### config.mk
export PLATFORM = sky130hd
export DESIGN_NAME = fpu_wb_buffer
export DESIGN_NICKNAME = d
export VERILOG_FILES = /design/src/rtl/fpu_pkg.sv /design/src/rtl/fpu_wb_fifo.sv /design/src/rtl/fpu_wb_buffer.sv
export SDC_FILE = /design/constraint.sdc
export NUM_CORES = 1
export LEC_CHECK = 0
export ABC_AREA = 0
export CAP_MARGIN = 20
export CORE_MARGIN = 8
export CORE_UTILIZATION = 49
export CTS_CLUSTER_SIZE = 30
export DETAILED_ROUTE_END_ITERATION = 8
export GPL_TIMING_DRIVEN = 1
export PLACE_DENSITY = 0.87
export SLEW_MARGIN = 10
export SYNTH_ARGS = -nofsm -noshare
export SYNTH_HDL_FRONTEND = slang
export SYNTH_SLANG_ARGS = --single-unit
export TNS_END_PERCENT = 50
### constraint.sdc
create_clock -name clock -period 6.05 [get_ports clock]
set_clock_uncertainty 0.05 [all_clocks]
set_input_delay 1.5125 -clock clock [delete_from_list [all_inputs] [get_ports clock]]
set_output_delay 1.5125 -clock clock [all_outputs]
set_load 0.01 [all_outputs]
### src/rtl/fpu_pkg.sv
// Shared FPU definitions: datapath widths, the fpuOp encoding used by the
// stall controller and decode, and the write-back entry layout.
package fpu_pkg;

  localparam int FP_DATA_W = 32;
  localparam int FP_RD_W   = 5;

  // fpuOp encoding, shared with the FPU stall controller
  localparam logic [3:0] FPU_OP_ADD     = 4'h0;
  localparam logic [3:0] FPU_OP_SUB     = 4'h1;
  localparam logic [3:0] FPU_OP_MUL     = 4'h2;
  localparam logic [3:0] FPU_OP_DIV     = 4'h3;
  localparam logic [3:0] FPU_OP_SQRT    = 4'h4;
  localparam logic [3:0] FPU_OP_CMP     = 4'h5;
  localparam logic [3:0] FPU_OP_CVT_F2I = 4'h6;
  localparam logic [3:0] FPU_OP_CVT_I2F = 4'h7;
  localparam logic [3:0] FPU_OP_MOV_F2I = 4'h8;
  localparam logic [3:0] FPU_OP_MOV_I2F = 4'h9;

  // Write-back entry, packed MSB-first as {fp_dest, rd, data}
  typedef struct packed {
    logic                 fp_dest;
    logic [FP_RD_W-1:0]   rd;
    logic [FP_DATA_W-1:0] data;
  } fpu_wb_entry_t;

  localparam int FP_ENTRY_W = $bits(fpu_wb_entry_t);

endpackage

### src/rtl/fpu_wb_fifo.sv
// Generic circular FIFO for pending FPU results. Keeps an explicit occupancy
// count and a per-slot valid vector so the owner can scan every live entry.
module fpu_wb_fifo
  import fpu_pkg::*;
#(
  parameter int WIDTH = FP_ENTRY_W,
  parameter int DEPTH = 2,
  localparam int PTR_W = $clog2(DEPTH),
  localparam int CNT_W = $clog2(DEPTH + 1)
) (
  input  logic                         clock,
  input  logic                         clear,
  input  logic                         i_push,
  input  logic                         i_pop,
  input  logic [WIDTH-1:0]             i_wdata,
  output logic [WIDTH-1:0]             o_head,
  output logic                         o_full,
  output logic                         o_empty,
  output logic [CNT_W-1:0]             o_count,
  output logic [PTR_W-1:0]             o_rd_ptr,
  output logic [DEPTH-1:0]             o_valid,
  output logic [DEPTH-1:0][WIDTH-1:0]  o_entries
);

  logic [DEPTH-1:0][WIDTH-1:0] r_mem;
  logic [PTR_W-1:0]            r_wr_ptr;
  logic [PTR_W-1:0]            r_rd_ptr;
  logic [CNT_W-1:0]            r_count;
  logic [DEPTH-1:0]            r_valid;
  logic                        w_do_push;
  logic                        w_do_pop;

  assign o_full    = (r_count == CNT_W'(DEPTH));
  assign o_empty   = (r_count == '0);
  // A full FIFO still accepts a push when the head leaves in the same cycle
  assign w_do_pop  = i_pop & ~o_empty;
  assign w_do_push = i_push & (~o_full | w_do_pop);

  assign o_head    = r_mem[r_rd_ptr];
  assign o_count   = r_count;
  assign o_rd_ptr  = r_rd_ptr;
  assign o_valid   = r_valid;
  assign o_entries = r_mem;

  // Entry storage: written on every accepted push
  // NOTE: the storage array has no reset; r_valid and r_count decide what is live, so stale contents are harmless.
  always_ff @(posedge clock) begin
    if (w_do_push) begin
      r_mem[r_wr_ptr] <= i_wdata;
    end
  end

  // Pointers, count and valid vector; clear wins over any push or pop
  // NOTE: non-blocking assignments throughout sequential logic; the later valid write below intentionally overrides the earlier one when both pointers coincide.
  always_ff @(posedge clock) begin
    if (clear) begin
      r_wr_ptr <= '0;
      r_rd_ptr <= '0;
      r_count  <= '0;
      r_valid  <= '0;
    end else begin
      if (w_do_pop) begin
        r_valid[r_rd_ptr] <= 1'b0;
        r_rd_ptr          <= r_rd_ptr + PTR_W'(1);
      end
      if (w_do_push) begin
        r_valid[r_wr_ptr] <= 1'b1;
        r_wr_ptr          <= r_wr_ptr + PTR_W'(1);
      end
      unique case ({w_do_push, w_do_pop})
        2'b10:   r_count <= r_count + CNT_W'(1);
        2'b01:   r_count <= r_count - CNT_W'(1);
        default: r_count <= r_count;
      endcase
    end
  end

endmodule

### src/rtl/fpu_wb_buffer.sv
// FPU write-back buffer: captures each FPU result in its final EX cycle,
// queues it, and drains it in order to the FP or integer write port when
// that port is not claimed by its priority user. Also forwards pending
// results to ID/EX and reports occupancy/backpressure to the hazard unit.
module fpu_wb_buffer
  import fpu_pkg::*;
#(
  parameter int DATA_W = FP_DATA_W,
  parameter int RD_W   = FP_RD_W,
  parameter int DEPTH  = 2
) (
  input  logic                         clock,
  input  logic                         clear,
  input  logic                         fpu_sel,
  input  logic                         fpu_inprogress,
  input  logic                         ex_hold,
  input  logic [DATA_W-1:0]            fpu_result,
  input  logic [RD_W-1:0]              fpu_rd,
  input  logic                         fpu_fp_dest,
  input  logic                         load_fp_wr,
  input  logic                         int_port_busy,
  input  logic [RD_W-1:0]              query_rd,
  input  logic                         query_fp,
  output logic                         wb_fp_en,
  output logic                         wb_int_en,
  output logic [RD_W-1:0]              wb_rd,
  output logic [DATA_W-1:0]            wb_data,
  output logic                         query_hit,
  output logic [DATA_W-1:0]            query_data,
  output logic                         buf_full,
  output logic [$clog2(DEPTH+1)-1:0]   buf_count,
  output logic                         overflow
);

  localparam int ENTRY_W = 1 + RD_W + DATA_W;
  localparam int PTR_W   = $clog2(DEPTH);
  localparam int CNT_W   = $clog2(DEPTH + 1);

  logic                          w_push;
  logic                          w_pop;
  logic [ENTRY_W-1:0]            w_wdata;
  logic [ENTRY_W-1:0]            w_head;
  logic                          w_full;
  logic                          w_empty;
  logic [CNT_W-1:0]              w_count;
  logic [PTR_W-1:0]              w_rd_ptr;
  logic [DEPTH-1:0]              w_valid;
  logic [DEPTH-1:0][ENTRY_W-1:0] w_entries;
  logic                          w_head_fp;
  logic [RD_W-1:0]               w_head_rd;
  logic [DATA_W-1:0]             w_head_data;
  logic                          w_query_ok;
  logic [PTR_W-1:0]              w_idx;
  logic                          r_overflow;

  // Exactly one push per FPU instruction: its last EX cycle, not held
  assign w_push  = fpu_sel & ~fpu_inprogress & ~ex_hold;
  assign w_wdata = {fpu_fp_dest, fpu_rd, fpu_result};

  fpu_wb_fifo #(
    .WIDTH (ENTRY_W),
    .DEPTH (DEPTH)
  ) u_fifo (
    .clock     (clock),
    .clear     (clear),
    .i_push    (w_push),
    .i_pop     (w_pop),
    .i_wdata   (w_wdata),
    .o_head    (w_head),
    .o_full    (w_full),
    .o_empty   (w_empty),
    .o_count   (w_count),
    .o_rd_ptr  (w_rd_ptr),
    .o_valid   (w_valid),
    .o_entries (w_entries)
  );

  assign w_head_fp   = w_head[ENTRY_W-1];
  assign w_head_rd   = w_head[DATA_W +: RD_W];
  assign w_head_data = w_head[DATA_W-1:0];

  // Head drains only when its own port is free; younger entries wait behind it
  assign w_pop = ~w_empty & (w_head_fp ? ~load_fp_wr : ~int_port_busy);

  assign wb_fp_en  = w_pop & w_head_fp;
  assign wb_int_en = w_pop & ~w_head_fp & (w_head_rd != '0);
  assign wb_rd     = w_empty ? '0 : w_head_rd;
  assign wb_data   = w_empty ? '0 : w_head_data;

  assign buf_full  = w_full;
  assign buf_count = w_count;
  assign overflow  = r_overflow;

  // Sticky flag for a result dropped because the buffer was full and not draining
  always_ff @(posedge clock) begin
    if (clear) begin
      r_overflow <= 1'b0;
    end else if (w_push & w_full & ~w_pop) begin
      r_overflow <= 1'b1;
    end
  end

  // Integer x0 is never a forwarding source
  assign w_query_ok = query_fp | (query_rd != '0);

  // Forwarding scan from oldest to youngest so the youngest match is kept last
  // NOTE: every variable assigned in this block gets a default first, so no latch is inferred.
  always_comb begin
    query_hit  = 1'b0;
    query_data = '0;
    w_idx      = '0;
    for (int k = 0; k < DEPTH; k++) begin
      w_idx = w_rd_ptr + PTR_W'(k);
      if (w_query_ok && w_valid[w_idx] &&
          (w_entries[w_idx][ENTRY_W-1] == query_fp) &&
          (w_entries[w_idx][DATA_W +: RD_W] == query_rd)) begin
        query_hit  = 1'b1;
        query_data = w_entries[w_idx][DATA_W-1:0];
      end
    end
  end

endmodule

==> impl_metrics.yaml <==
place:
  final_weighted_congestion_in_routability_driven_placement: 0.871
  placement.io_buffers: 126
  place_hpwl_um: 9530
  pre_cts_ws_ns: -0.0124
grt:
  grt_antenna_before_repair: 0
  grt_start_max_net_pins: 66
  overflow_left_after_global_routing: 0
  groute.usage.overall_pct: 20.5
  number_of_global_route_vias_before_repair: 4270
  grt_first_pass_wirelength_um: 21900
clocking:
  total_clock_sinks: 83
  cts_tree: "yes"
  ctsLongestPathBuffers: 2
  cts_root_buffer: "clkbuf_8"
  htree_levels: 3
  numCtsBuffers: 9
  cts_hold_repair.buffers: 0
  clkTransAtPathRegs_ns: 0.09
  clock_insertion_delay_worst_skew_ns: 0.35
logic_synthesis:
  netlist_top_cells_count: "76 x edfxtp_1, 64 x o2111ai_1, 43 x nor2_1"
  ys.flop_type: "edfxtp_1"
  yosysTopAreaCellShare_pct: 45.8
  syn_avg_cell_area_um2: 11.1
  ys_ff_latch: 83
  count_of_different_cell_masters_after_synthesis: 39
  ys_seq_area_share_pct: 48.6
  postSynthCellCount: 449
  mappedNetlistNets: 501
  synthMostInstantiatedCell: "edfxtp_1"
  syn-cell-area_um2: 4980
  synth_warnings: 0
  post-synth-top-area-cell: "edfxtp_1"
  synth.top_cells.by_area: "edfxtp_1 46%, o2111ai_1 11%, mux2i_1 8.4%"
  synth_edf_count: 76
  async_reset_ff_share_pct: 0
detailed_routing:
  drt-vias-per-instance: 6.41
  dr.pass1.iters: 6
  postRouteWirelength_um: 14400
  dr_drc_count: 0
  ant_nets: 0
  vias: 4438
  drt-initial-drc-count: 400
  wl_per_cell_um: 20.8
floorplanning:
  design.die.area_um2: 13700
  floorplan.io_pins: 127
  core.rowCount: 37
  floorplan.initialDensity_pct: 49.4
  die_height_um: 117
  die_width_um: 117
  core_area_um2: 10100
worst_setup_path:
  crit_required_ns: 4.49
  path_cells: "clkdlybuf4s50_1 -> or4_1 -> or3_1 -> nand3_2 -> buf_6 -> o2111ai_1 -> a32oi_1 -> clkdlybuf4s50_1"
  timing_worst_setup_path_type: "in2out"
  cp_top_family: "buffers and inverters"
  cp.buffers_inverters: 3
  end_kind: "output port"
  critical_path_peak_fanout: 28
  max_stage_delay_ns: 0.61
  startpoint_type: "input port"
  timing.critical_path.arrival_ns: 4.39
  cpMaxStageDelayCell: "or4_1"
  most_used_cell_along_the_critical_path: "clkdlybuf4s50_1"
  setup.worst_path.start: "query_rd[0]"
  regToRegStartpoint: "u_fifo.o_rd_ptr$_SDFFE_PP0P_"
sta:
  whs_ns: 0.430
  fmaxAchievable_mhz: 168
  final-hold-violation-count: 0
  worst-slew-pin-transition_ns: 0.951
  timing.final.crit_period_ns: 5.96
  finalMaxSlewViolations: 0
  layout_setup_ws_ns: 0.0941
  layout_worst_path_cycle_share_pct: 98.4
  max-slew-margin-rel_pct: 36.4
  setup_violations: 0
  rsz0062_at_grt: "false"
hold_path:
  hp-start: "overflow$_SDFFE_PP0P_"
  worstHoldPathType: "reg2reg"
layout:
  area.growth.synth_to_final_pct: 31.5
  design.final.nets: 603
  diodes: 0
  final_layout_size_suffix_gt1_share_pct: 8.63
power_and_ir_drop:
  power_leakage_nw: 1.89
  power.ir.vdd_worst_v: 0.000166
  power-per-cell-area_nw_per_um2: 266
run_status:
  outcome: "completed"
run:
  max_cap_viol_count: 0
-- where the power goes --
group	switching [mW]	internal, mW	total [mW]
logic	0.333	0.320	0.653
registers	0.0366	0.643	0.680
clock network	0.200	0.211	0.411
total	0.570	1.17	1.74
-- placed cells by master, fill, tap and decap left out, drive strengths merged, types with 2 or more instances in the layout --
| cell | synthesis | layout |
|---|---|---|
| a32oi | 31 | 31 |
| xor2 | 8 | 8 |
| or4 | 2 | 2 |
| dfxtp | 7 | 7 |
| a31oi | 33 | 33 |
| xnor2 | 8 | 8 |
| nor2 | 43 | 43 |
| nor4 | 2 | 2 |
| clkinvlp | 0 | 2 |
| buf | 37 | 23 |
| edfxtp | 76 | 76 |
| nor3 | 2 | 2 |
| nand2b | 2 | 2 |
| clkbuf | 21 | 14 |
| o2111ai | 64 | 64 |
| a21oi | 6 | 6 |
| o21ai | 7 | 7 |
| clkdlybuf4s50 | 0 | 126 |
| or3 | 2 | 2 |
| nand3 | 32 | 32 |
| inv | 6 | 4 |
| clkinv | 1 | 3 |
| mux2i | 44 | 44 |
| nand2 | 5 | 5 |
-- cell families (layout without fill, tap and decap cells) --
family | count (synthesis) | in the layout | synth area share [%]
AND/OR/NAND/NOR | 95 | 95 | 9.12
buffers and inverters | 65 | 172 | 7.36
AO/OA/AOI/OAI | 144 | 144 | 22.6
adder cells (fa/ha/maj) | 1 | 1 | 0.251
multiplexers | 45 | 45 | 9.22
flip-flops | 83 | 83 | 48.6
XOR/XNOR | 16 | 16 | 2.81
-- stage by stage --
step                      power [mW]  TNS, ns  std cells  instance area [um2]  utilization, %
after global placement          1.33        0        672                 6310            62.5
after floorplan                 1.04        0        449                 4980               -
after global routing            1.81        0        692                 6550            64.9
after detailed placement        1.34  -0.0284        672                 6310            62.5
final                           1.74        0        692                 6550            64.9
after CTS                       1.75        0        688                 6520            64.6
-- worst paths after layout --
| path | to | slack, ns | depth (start not counted) |
|---|---|---|---|
| max | query_data[7] | 0.09 | 8 |
| min | overflow$_SDFFE_PP0P_ | 0.43 | 2 |
| max reg2reg | u_fifo.o_entries[1]$_DFFE_PP_ | 2.69 | 6 |
| min reg2reg | overflow$_SDFFE_PP0P_ | 0.43 | 2 |
-- metal layers --
layer / global-route usage (%) / vias to the layer above / wire, um
met5: 0 / - / 0
met2: 36.3 / 226 / 7420
li1: - / 2055 / -
met4: 6.48 / 0 / 242
met3: 4.98 / 22 / 1050
met1: 23.9 / 2135 / 5690
-- worst register-to-register path: stages, from the launching register on --
cell,delay [ns]
dfxtp_4,0.74
mux2i_2,0.43
mux2i_1,0.18
o21ai_0,0.46
nand2b_1,0.22
clkinv_1,0.50
buf_4,0.46
-- flip-flops by register name, indices dropped and copies added, names as in the netlist --
name / flops
overflow: 1
u_fifo.o_count: 2
u_fifo.o_entries: 76
u_fifo.o_rd_ptr: 1
u_fifo.o_valid: 2
u_fifo.r_wr_ptr: 1
-- what timing repair did --
action / in CTS / in global routing
pin swaps: 1 / 1
resized for setup: 0 / 1
endpoints found under the hold margin: 0 / 0
setup buffers: 0 / 4
setup endpoints to repair: 4 / 23
-- area by class of cell --
| class | count | area [um2] |
|---|---|---|
| repair buffers | 149 | 1500 |
| fillers | 779 | 3540 |
| clock inverters | 2 | 15.0 |
| multi-input cells | 301 | 2220 |
| well taps | 136 | 170 |
| inverters | 7 | 26.3 |
| clock buffers | 14 | 195 |
| flip-flops and latches | 83 | 2430 |
Power figures use the tool's default switching activity.
